### src/rtl/seq_mul_pkg.sv
// Shared encodings for the sequential shift-add multiplier family.
package seq_mul_pkg;

  // RISC-V M-extension multiply flavours, as presented on the mode port.
  localparam logic [1:0] MODE_MUL    = 2'b00;
  localparam logic [1:0] MODE_MULH   = 2'b01;
  localparam logic [1:0] MODE_MULHSU = 2'b10;
  localparam logic [1:0] MODE_MULHU  = 2'b11;

  typedef enum logic [1:0] {
    ST_IDLE = 2'b00,
    ST_CALC = 2'b01,
    ST_FIX  = 2'b10
  } state_t;

  // rs1 is treated as signed for MULH and MULHSU.
  function automatic logic mode_a_signed(input logic [1:0] m);
    return (m == MODE_MULH) || (m == MODE_MULHSU);
  endfunction

  // rs2 is treated as signed for MULH only.
  function automatic logic mode_b_signed(input logic [1:0] m);
    return (m == MODE_MULH);
  endfunction

endpackage

### src/rtl/seq_mul_signfix.sv
// Conditional two's-complement: negates i_val when i_neg is set.
// The most-negative input maps onto itself, which read as unsigned is its magnitude.
module seq_mul_signfix #(
  parameter int W = 64
) (
  input  logic [W-1:0] i_val,
  input  logic         i_neg,
  output logic [W-1:0] o_val
);

  assign o_val = i_neg ? (~i_val + {{(W-1){1'b0}}, 1'b1}) : i_val;

endmodule

### src/rtl/seq_mul_param.sv
// Multi-cycle shift-add multiplier with start/busy/done handshake, abort,
// and the four RISC-V multiply modes. Operates on magnitudes and fixes the
// sign of the full product in a final cycle.
module seq_mul_param
  import seq_mul_pkg::*;
#(
  parameter  int WIDTH = 64,
  localparam int CNT_W = $clog2(WIDTH + 1)
) (
  input  logic                 Clk,
  input  logic                 Rst,
  input  logic                 start,
  input  logic                 abort,
  input  logic [1:0]           mode,
  input  logic [WIDTH-1:0]     multiplicand,
  input  logic [WIDTH-1:0]     multiplier,
  output logic                 busy,
  output logic                 done,
  output logic [2*WIDTH-1:0]   product,
  output logic [WIDTH-1:0]     result
);

  state_t               r_state;
  state_t               w_state_nxt;
  logic [1:0]           r_mode;
  logic                 r_neg;
  logic [WIDTH-1:0]     r_mcand;
  logic [WIDTH-1:0]     r_hi;
  logic [WIDTH-1:0]     r_lo;
  logic [CNT_W-1:0]     r_cnt;
  logic                 r_busy;
  logic                 r_done;
  logic [2*WIDTH-1:0]   r_product;
  logic [WIDTH-1:0]     r_result;

  logic                 w_sa;
  logic                 w_sb;
  logic [WIDTH-1:0]     w_mag_a;
  logic [WIDTH-1:0]     w_mag_b;
  logic [WIDTH:0]       w_sum;
  logic [2*WIDTH-1:0]   w_prod_fix;
  logic                 w_last;

  assign w_sa   = mode_a_signed(mode) & multiplicand[WIDTH-1];
  assign w_sb   = mode_b_signed(mode) & multiplier[WIDTH-1];
  assign w_last = (r_cnt == CNT_W'(WIDTH - 1));

  // The accumulator is WIDTH+1 bits so the carry of each partial add survives the shift.
  assign w_sum  = {1'b0, r_hi} + (r_lo[0] ? {1'b0, r_mcand} : {(WIDTH+1){1'b0}});

  seq_mul_signfix #(.W(WIDTH)) u_fix_a (
    .i_val (multiplicand),
    .i_neg (w_sa),
    .o_val (w_mag_a)
  );

  seq_mul_signfix #(.W(WIDTH)) u_fix_b (
    .i_val (multiplier),
    .i_neg (w_sb),
    .o_val (w_mag_b)
  );

  // A zero magnitude negates to zero, so no negative zero can appear.
  seq_mul_signfix #(.W(2*WIDTH)) u_fix_p (
    .i_val ({r_hi, r_lo}),
    .i_neg (r_neg),
    .o_val (w_prod_fix)
  );

  // State register with synchronous reset.
  always_ff @(posedge Clk) begin
    if (Rst) begin
      r_state <= ST_IDLE;
    end else begin
      r_state <= w_state_nxt;
    end
  end

  // Next-state logic: start only from IDLE, abort cancels CALC/FIX.
  always_comb begin
    w_state_nxt = r_state;
    case (r_state)
      ST_IDLE: begin
        if (start) begin
          w_state_nxt = ST_CALC;
        end else begin
          w_state_nxt = ST_IDLE;
        end
      end
      ST_CALC: begin
        if (abort) begin
          w_state_nxt = ST_IDLE;
        end else if (w_last) begin
          w_state_nxt = ST_FIX;
        end else begin
          w_state_nxt = ST_CALC;
        end
      end
      ST_FIX:  w_state_nxt = ST_IDLE;
      default: w_state_nxt = ST_IDLE;
    endcase
  end

  // Datapath: operand capture, one multiplier bit per cycle, sign fix and outputs.
  always_ff @(posedge Clk) begin
    if (Rst) begin
      r_mode    <= MODE_MUL;
      r_neg     <= 1'b0;
      r_mcand   <= {WIDTH{1'b0}};
      r_hi      <= {WIDTH{1'b0}};
      r_lo      <= {WIDTH{1'b0}};
      r_cnt     <= {CNT_W{1'b0}};
      r_busy    <= 1'b0;
      r_done    <= 1'b0;
      r_product <= {(2*WIDTH){1'b0}};
      r_result  <= {WIDTH{1'b0}};
    end else begin
      r_done <= 1'b0;
      r_busy <= (w_state_nxt != ST_IDLE);
      case (r_state)
        ST_IDLE: begin
          if (start) begin
            r_mode  <= mode;
            r_neg   <= w_sa ^ w_sb;
            r_mcand <= w_mag_a;
            r_hi    <= {WIDTH{1'b0}};
            r_lo    <= w_mag_b;
            r_cnt   <= {CNT_W{1'b0}};
          end
        end
        ST_CALC: begin
          if (!abort) begin
            r_hi  <= w_sum[WIDTH:1];
            r_lo  <= {w_sum[0], r_lo[WIDTH-1:1]};
            r_cnt <= r_cnt + {{(CNT_W-1){1'b0}}, 1'b1};
          end
        end
        ST_FIX: begin
          if (!abort) begin
            r_product <= w_prod_fix;
            r_result  <= (r_mode == MODE_MUL) ? w_prod_fix[WIDTH-1:0]
                                              : w_prod_fix[2*WIDTH-1:WIDTH];
            r_done    <= 1'b1;
          end
        end
        default: begin
          r_cnt <= {CNT_W{1'b0}};
        end
      endcase
    end
  end

  assign busy    = r_busy;
  assign done    = r_done;
  assign product = r_product;
  assign result  = r_result;

endmodule

### config.mk
export PLATFORM = sky130hd
export DESIGN_NAME = seq_mul_param
export DESIGN_NICKNAME = d
export VERILOG_FILES = /design/src/rtl/seq_mul_pkg.sv /design/src/rtl/seq_mul_signfix.sv /design/src/rtl/seq_mul_param.sv
export SDC_FILE = /design/constraint.sdc
export NUM_CORES = 1
export LEC_CHECK = 0
export ABC_AREA = 1
export BUFFER_PORTS_ARGS = -buffer_cell sky130_fd_sc_hd__buf_2
export CORE_MARGIN = 10
export CORE_UTILIZATION = 37
export DETAILED_ROUTE_END_ITERATION = 8
export PLACE_DENSITY_LB_ADDON = 0.1
export REMOVE_ABC_BUFFERS = 1
export SKIP_CTS_REPAIR_TIMING = 1
export SYNTH_ARGS = -nofsm -noshare
export SYNTH_HDL_FRONTEND = slang
export SYNTH_SLANG_ARGS = --single-unit
### constraint.sdc
create_clock -name Clk -period 5.9 [get_ports Clk]
set_clock_uncertainty 0.15 [all_clocks]
set_input_delay 0.885 -clock Clk [delete_from_list [all_inputs] [get_ports Clk]]
set_output_delay 0.885 -clock Clk [all_outputs]
set_load 0.03 [all_outputs]
Yosys cells after proc, flatten, opt, wreduce, memory -nomap -nowiden
Cells that the tools add are included.
W data, S select, Z words.

operators by class
  reduce and logical (&&, ||, !) cells = 10
  $add $sub $neg = 5
  bitwise logic cells = 8
  muxes and demuxes = 19
  equality and inequality tests = 7

operator list
  operator                   number
  $mux W64                   8
  $pmux W64 S2               2
  $add A128 B1 Y128 const B  1
  $add A64 B1 Y64 const B    2
  $mux W128                  1
  $not A128 Y128             1
  $not A64 Y64               2
  $add A64 B64 Y65           1
  $pmux W7 S3                1
  $mux W7                    2
  $add A7 B1 Y7 const B      1
  $eq A7 B6 Y1 const B       1
  $reduce_and A3 Y1          2
  $eq A2 B1 Y1 const B       2
  $eq A2 B2 Y1 const B       2
  $logic_not A2 Y1           2
  $mux W2                    2
  $ne A2 B2 Y1 const B       2
  $pmux W2 S2                1
  $reduce_and A2 Y1          2
  $reduce_bool A2 Y1         2
  $and A1 B1 Y1              2
  $mux W1                    2
  $not A1 Y1                 2
  other kinds (3)            3

word-level totals
  word-level logic and storage cells = 60
  output and inout port bits = 194
  register bits after elaboration = 398
  bits of input ports = 134

Depth between registers and ports, before layout
Gate-level depths: netlist of the first run.

  word-level depth = 5
  gate-level depth with buffers = 21

Hierarchy
From an unflattened synthesis of the first run, not the netlist that was laid out.

unflattened totals
  cell total of the unflattened synthesis = 5481
  area total of the unflattened synthesis = 31281.3 um^2

by module, submodules not included
  module                          times used  area each (um^2)  cells an instance
  seq_mul_param                   1           20997.6           3301
  seq_mul_signfix at u_fix_p      1           5351.4            1184
  seq_mul_signfix at u_fix_a ...  2           2466.1            498

Worst setup path before layout of the first run
No wires, ideal clock.

  path type = reg-to-reg
  from = register r_lo[0]
  to = register r_hi[61]
  slack = 3.049 ns
  data arrival time = 2.569 ns
  library setup time = 0.132 ns
  required time = 5.618 ns
  buffers on the path = 2
  stages on the path, launching flop included = 22
  path through = dfxtp_1 -> clkbuf_1 -> clkbuf_1 -> nand2_1 -> inv_1 -> ha_1 -> inv_1 -> fa_1 -> inv_1 -> nand3_1 -> nand3_1 -> nand2_1 -> nand2_1 -> nand2_1 -> nand2_1 -> nand2_1 -> nand2_1 -> nand2_1 -> nand2_1 -> nand2_1 -> nand3_1 -> a21oi_1

on the way
  cells in the longest elaborated chain, start to end = 4

RTL lines
  element                 line                  RTL
  start, declared         seq_mul_param.sv:29   logic [WIDTH-1:0] r_lo;
  start signal, assigned  seq_mul_param.sv:111  r_lo <= {WIDTH{1'b0}};
  start signal, assigned  seq_mul_param.sv:127  r_lo <= w_mag_b;
  start signal, assigned  seq_mul_param.sv:134  r_lo <= {w_sum[0], r_lo[WIDTH-1:1]};
  $mux W64                seq_mul_param.sv:49   assign w_sum = {1'b0, r_hi} + (r_lo[0] ? {1'b0, r_mcand} : {(WIDTH+1){1'b0}});
  $add A64 B64 Y65        seq_mul_param.sv:49
  $mux W64                seq_mul_param.sv:132  if (!abort) begin
  $pmux W64 S2            seq_mul_param.sv:120  case (r_state)
  end signal, assigned    seq_mul_param.sv:110  r_hi <= {WIDTH{1'b0}};
  end signal, assigned    seq_mul_param.sv:126  r_hi <= {WIDTH{1'b0}};
  end signal, assigned    seq_mul_param.sv:133  r_hi <= w_sum[WIDTH:1];
  end, declared           seq_mul_param.sv:28   logic [WIDTH-1:0] r_hi;

Every way passes these cells. The select of a mux whose other input is x is not followed.
A chain may end at the register's enable or synchronous reset.

Worst setup path after layout of the first run
  from = register r_lo[0]
  to = register r_hi[52]

Same word-level chain as after synthesis.

==> results by group, run 1 <==
Synthesis
  • Post-synthesis cell count: between 5000 and 6000
  • Sequential area share after synthesis: 26.15%
  • Mapped cell area: 30470 µm²
  • Area leader, netlist: dfxtp_1
  • Area contributors post-synth: dfxtp_1 (26%), nand2_1 (18%), inv_1 (9.4%), nand3_1 (8.6%), nor2_1 (7.8%)
  • Number of flops mapped to enable cells by yosys: 0
  • Top_reg_cell synth: dfxtp_1
  • Syn. warnings: 0
  • Top cells by count, synth: nand2_1 (1437), inv_1 (761), nor2_1 (635), nand3_1 (524), dfxtp_1 (398)
  • Syn_area_per_cell: 5.807 µm²
  • Synth top area share: 26.15%
  • Most instantiated library cell after synthesis: nand2_1
  • Post-synth cell types: 54
  • Post-synthesis async set-or-reset flop share: 0%
  • Number of synthesized register bits: ~400

Worst setup path
  • Crit path cell chain: buf_4 -> nand2_1 -> inv_1 -> ha_1 -> nand2_1 -> inv_1 -> a21oi_1 -> o21ai_0 -> nand2_1 -> nand3_1 -> nand2_1 -> nand3_1 -> nand2_1 -> nand3_1 -> a21oi_1
  • Worst path max stage delay: 0.51 ns
  • Setup slack, reg-to-reg: 2.53 ns
  • CP max FO: between 50 and 60
  • R2R cell count: 15
  • Largest delay share family, worst path: simple AND/OR/NAND/NOR gates
  • Worst path most repeated cell: nand2_1
  • CP bufs+invs: 3
  • Levels on crit path: 15
  • CP Capture Type: flip-flop
  • Req. time, crit path: 6.28 ns
  • Worst reg2reg path startpoint: r_lo[0]
  • Worst R2R End: r_hi[52]
  • Crit path launch type: flip-flop
  • Critical path's slowest cell: buf_4
  • CP startpoint: r_lo[0]
  • Critical Path AT: 3.75 ns
  • Kind of critical path: flip-flop to flip-flop

Global routing
  • First-pass GRT wire length: 206100 µm
  • Largest net degree at the start of global routing: 167
  • Initial antenna violation count: 0
  • Vias in the first global route: ~33000
  • Overflow after GRT: 0
  • GRT Util Overall: 28.31%

CTS
  • Clk slew on worst S/H paths: 0.06 ns
  • Clock Sinks: 398
  • Clock buffer depth: 3
  • CTS root buf: clkbuf_16
  • CTS tree: done
  • CTS Buf Count: 49
  • Clk_lat worst skew: 0.62 ns
  • H-tree depth: 2

Floorplanning
  • Die W: 307.0 µm
  • Num rows: 105
  • Die area: roughly 94000 µm²
  • Initial Utilization: between 30 and 40%
  • Core ar.: 81850 µm²
  • I/O pin cnt: 328
  • DIE HEIGHT: 307.0 µm

STA
  • Slew HR: 29.99%
  • WHS: 0.3115 ns
  • Crit path time final: 3.373 ns
  • Hold Vio Cnt, Final: 0
  • Peak Freq: ~300 MHz
  • Worst-Margin Slew: 1.050 ns
  • RSZ-0062 raised after global routing: false
  • Final setup viols: 0
  • Fin crit share: 57.18%
  • Final worst slack: 2.527 ns
  • Final slew viol count: 0

Detailed routing
  • Drt drc: 0
  • DRT Pass-1 Iters: 6
  • Routed WL: 138100 µm
  • Initial DRC Count: 2676
  • DR WL/cell: 21.05 µm
  • DR vias: 34622
  • Routed Antenna Nets: 0
  • Vias per Instance: about 5.3

Final layout
  • # diodes: 0
  • Finished Layout Cells: around 6600
  • Area delta synth->final: 13.57%
  • Share of cells above drive strength 1: 10.20%
  • Fin area: 34600 µm²
  • Fillers: between 9000 and 10000
  • Final nets: 5662

Placement
  • Placed Area: approximately 33000 µm²
  • Placed insts: 6477
  • Post-detail-place hpwl: 111100 µm
  • Gpl congestion: slightly below 1
  • Port buffer count: 327
  • Dpl ws: 2.145 ns

Job
  • # Max-Cap Violations: 0

Worst hold path
  • Hold Path Origin: result[57]
  • Worst Hold End: result[57]
  • Worst Hold Depth: 2
  • Min-delay worst type: flip-flop to flip-flop

Power and ir drop
  • P per Cell Area: 225.5 nW/µm²
  • Tot Pwr: 7.801 mW
  • Worst VDD drop: 0.2109 mV
  • Leak pwr: about 18 nW

Run status
  • Status: complete, no violations
## cell families (layout without fill, tap and decap cells)
logic type                 after synthesis  in the layout  share of synthesized area [%]
AOI/OAI and AO/OA                      856            856                          15.80
xor gates and xnor gates                98             98                          2.817
adders and majority gates               70             70                          2.899
buffers and inverters                  963           1208                          12.07
DFF                                    398            398                          26.15
and+or+nand+nor                       2862           2862                          40.26
## placed cells by master, fill, tap and decap left out, drive strengths merged, types with 4 or more instances in the layout
cell type  netlist  routed
o21bai          19      19
a21oi          383     383
nand4           67      67
nor2           677     677
nor4             6       6
a31oi            6       6
clkbuf         129      68
nand2         1463    1463
dfxtp          398     398
xor2            82      82
nand3          534     534
clkinv           4      10
ha              69      69
or2             29      29
xnor2           16      16
buf             61     350
a211oi           4       4
nor3            45      45
nand3b          33      33
o21ai          281     281
o31ai            5       5
inv            769     772
bufinv           0       5
o211ai         144     144
## per-layer routing
layer	wire length [µm]	up-vias	part of all wire, %	global-route usage, %
met5	0	-	0	0
met2	66480	1076	48	49.54
met3	7178	269	5.2	3.553
met4	6797	0	4.9	12.77
met1	57660	15977	42	34.23
li1	-	17300	-	-
## final cells by class
class                   instances  area (µm²)  share of cell area (%)
clock buffers                  68        1399                   4.043
clock inverters                17       247.7                  0.7160
inverters                     773        2915                   8.425
multi-input cells            3886       18880                   54.55
flip-flops and latches        398        7973                   23.04
well taps                    1070        1339                   3.869
repair buffers                350        1853                   5.355
## stage by stage
stage          setup TNS, ns  util (%)
2_1_floorplan        -512.14         -
3_3_place_gp               0     40.26
3_5_place_dp               0     40.26
4_1_cts                    0     42.28
5_1_grt                    0     42.28
6_report                   0     42.28
## worst register-to-register path: stages, from the launching register on
cell and delay [ns]:
dfxtp_2 0.46, buf_4 0.51, nand2_1 0.13, inv_1 0.07
ha_1 0.28, nand2_1 0.15, inv_1 0.07, a21oi_1 0.26
o21ai_0 0.14, nand2_1 0.07, nand3_1 0.19, nand2_1 0.26
nand3_1 0.11, nand2_1 0.07, nand3_1 0.17, a21oi_1 0.20
## state kept, by name, summed over array words and instances (netlist names)
register  count
r_lo         64
product     128
r_mode        2
result       64
r_state       2
busy          1
done          1
r_hi         64
r_cnt         7
r_mcand      64
r_neg         1
## how the worst max path moves through the flow
stage	slack, ns	end
detailed placement	2.15	r_mcand[51]
CTS	2.55	r_hi[52]
global route	2.21	r_hi[52]
global placement	2.11	r_mcand[51]
floorplan	-4.91	r_lo[11]
finish	2.53	r_hi[52]
## report_power, final
group	internal (mW)	leakage (nW)	switching, mW
sequential	2.78	3.24	0.172
clock	1.87	0.797	1.30
combinational	0.477	13.9	1.19
total	5.13	18.0	2.67
(Power assumes the default switching activity.)
==> run 2: changes to the inputs <==
==> constraint.sdc (replaced) <==
create_clock -name Clk -period 3.4 [get_ports Clk]
set_clock_uncertainty 0.15 [all_clocks]
set_input_delay 0.51 -clock Clk [delete_from_list [all_inputs] [get_ports Clk]]
set_output_delay 0.51 -clock Clk [all_outputs]
set_load 0.03 [all_outputs]
==> results by group, run 2 (same netlist as run 1, synthesis figures left out) <==
Placement
  • Gpl congestion: 0.9937
  • Port buffer count: 327
  • Post-detail-place hpwl: 114800 µm

Final layout
  • Core Util, Final: 43.10%
  • Final nets: about 5700
  • Share of cells above drive strength 1: between 10 and 15%
  • Max reg flops: between 100 and 150
  • Area delta synth->final: 15.80%
  • # diodes: 0
  • Most frequent cells in the layout: nand2_1 (1437), inv_1 (759), nor2_1 (631), nand3_1 (523), dfxtp_1 (396)
  • Most common cell after layout, fill and taps aside: nand2_1
  • Fillers: approximately 9200

Global routing
  • Initial antenna violation count: 1
  • First-pass GRT wire length: around 210000 µm
  • Vias in the first global route: 33788
  • Overflow after GRT: 0
  • Grt peak-use layer: met2
  • Met3 GRT Util: 3.958%
  • Met1 Resource Use GR: 34.18%
  • Largest net degree at the start of global routing: around 110
  • GRT met2 Usage: between 50% and 60%
  • GRT Util Overall: 28.93%

Worst setup path
  • Critical Path AT: 3.44 ns
  • CP max FO: 44
  • Crit path cell chain: buf_12 -> nand2_1 -> inv_1 -> ha_1 -> nand2_1 -> inv_1 -> nand3_1 -> nand2_1 -> nand2_1 -> nand2_1 -> inv_1 -> o21bai_1 -> nand2_1 -> nand2_1 -> nand2_1 -> nand3_1 -> a21oi_1
  • Worst path most repeated cell: nand2_1
  • R2R cell count: 17
  • Worst path max stage delay: a little over 0.4 ns
  • Kind of critical path: flip-flop to flip-flop
  • Critical path's slowest cell: o21bai_1
  • Req. time, crit path: 3.75 ns
  • Crit path launch type: flip-flop
  • CP Capture Type: flip-flop

Power and ir drop
  • P per Cell Area: 396.0 nW/µm²
  • Worst VDD drop: 0.3417 mV
  • Leak pwr: 18.37 nW

STA
  • Hold Vio Cnt, Final: 0
  • Final setup viols: 0
  • WHS: 0.01471 ns
  • Fin crit share: 90.84%
  • Worst-Margin Slew: 0.9997 ns
  • RSZ-0062 raised after global routing: false
  • Crit path time final: 3.089 ns
  • Slew HR: between 30% and 40%
  • Final slew viol count: 0
  • Peak Freq: 323.8 MHz

Detailed routing
  • Routed Antenna Nets: 0
  • Routed WL: 140500 µm
  • DRT Pass-1 Iters: 6
  • Initial DRC Count: 2726
  • DR WL/cell: 21.22 µm
  • Vias per Instance: 5.259
  • Drt drc: 0
  • DR vias: 34825

Worst hold path
  • Worst Hold Depth: 3
  • Min-delay worst type: primary input to flip-flop

Floorplanning
  • Die W: 307.0 µm
  • Core ar.: 81850 µm²
  • Initial Utilization: a little under two fifths
  • Num rows: about 110
  • DIE HEIGHT: 307.0 µm
  • I/O pin cnt: approximately 330
  • Die area: between 90000 and 100000 µm²

CTS
  • CTS Buf Count: 49
  • CTS root buf: clkbuf_16
  • CTS tree: done
  • Clock buffer depth: 3
  • Clk slew on worst S/H paths: 0.06 ns
  • H-tree depth: 2
  • Clk_lat worst skew: 0.64 ns
  • Clock Sinks: 398

Run status
  • Status: complete, no violations

Job
  • # Max-Cap Violations: 0
run 2: cell types whose count changed in the layout (fill, tap and decap cells not counted), moves of 2 or more:
cell	previous run	this run
buf_12	3	10
clkinv_4	2	5
bufinv_16	5	8
buf_4	20	68
clkbuf_8	8	10
dlygate4sd3_1	0	2
clkbuf_1	10	6
run 2: worst paths after layout:
kind                                      start    endpoint  slack [ns]
worst max register to register          r_lo[0]    r_hi[48]        0.31
worst min register to register        result[3]   result[3]        0.31
worst max-delay path                    r_lo[0]    r_hi[48]        0.31
worst min-delay path            multiplicand[0]  r_mcand[0]        0.01
run 2: cell type report:
| type | count | area, µm² | area share (%) |
|---|---|---|---|
| multi-input combinational | 3886 | 18880 | 53.50 |
| sequential | 398 | 7973 | 22.60 |
| inverter | 773 | 2915 | 8.263 |
| timing repair buffer | 407 | 2374 | 6.728 |
| clock buffer | 66 | 1411 | 4.000 |
| tap | 1070 | 1339 | 3.795 |
| clock inverter | 22 | 392.9 | 1.114 |
run 2: per-stage QoR:
step / total power, mW / setup WS [ns] / instances / instance area, µm² / setup TNS, ns
after floorplan: 6.956 / -7.412 / 5057 / 29690 / -1330.73
after global placement: 8.145 / 0.3206 / 6532 / 33460 / 0
after detailed placement: 8.150 / 0.2596 / 6532 / 33460 / 0
after CTS: 14.03 / 0.2563 / 6620 / 35260 / 0
after global routing: 14.56 / 0.001592 / 6622 / 35280 / 0
final: 13.97 / 0.3114 / 6622 / 35280 / 0
run 2: power by group:
group          internal, mW  leakage, nW  switching [mW]
Sequential             4.83         3.24           0.293
Clock                  3.55        0.874            2.33
Combinational         0.876         14.3            2.10
Total                  9.25         18.4            4.72
run 2: critical path, delay by kind of cell, from the launching register on:
kind,cells,cell delay [ns]
simple gates,10,1.29
buf+inv,4,0.33
compound gates,2,0.49
fa+ha+maj,1,0.36
flops,1,0.33
run 2: layer usage:
| layer | up-vias | wire length [µm] |
|---|---|---|
| li1 | 17380 | - |
| met1 | 16067 | 57750 |
| met2 | 1101 | 67870 |
| met3 | 275 | 7832 |
| met4 | 2 | 7067 |
| met5 | - | 18 |
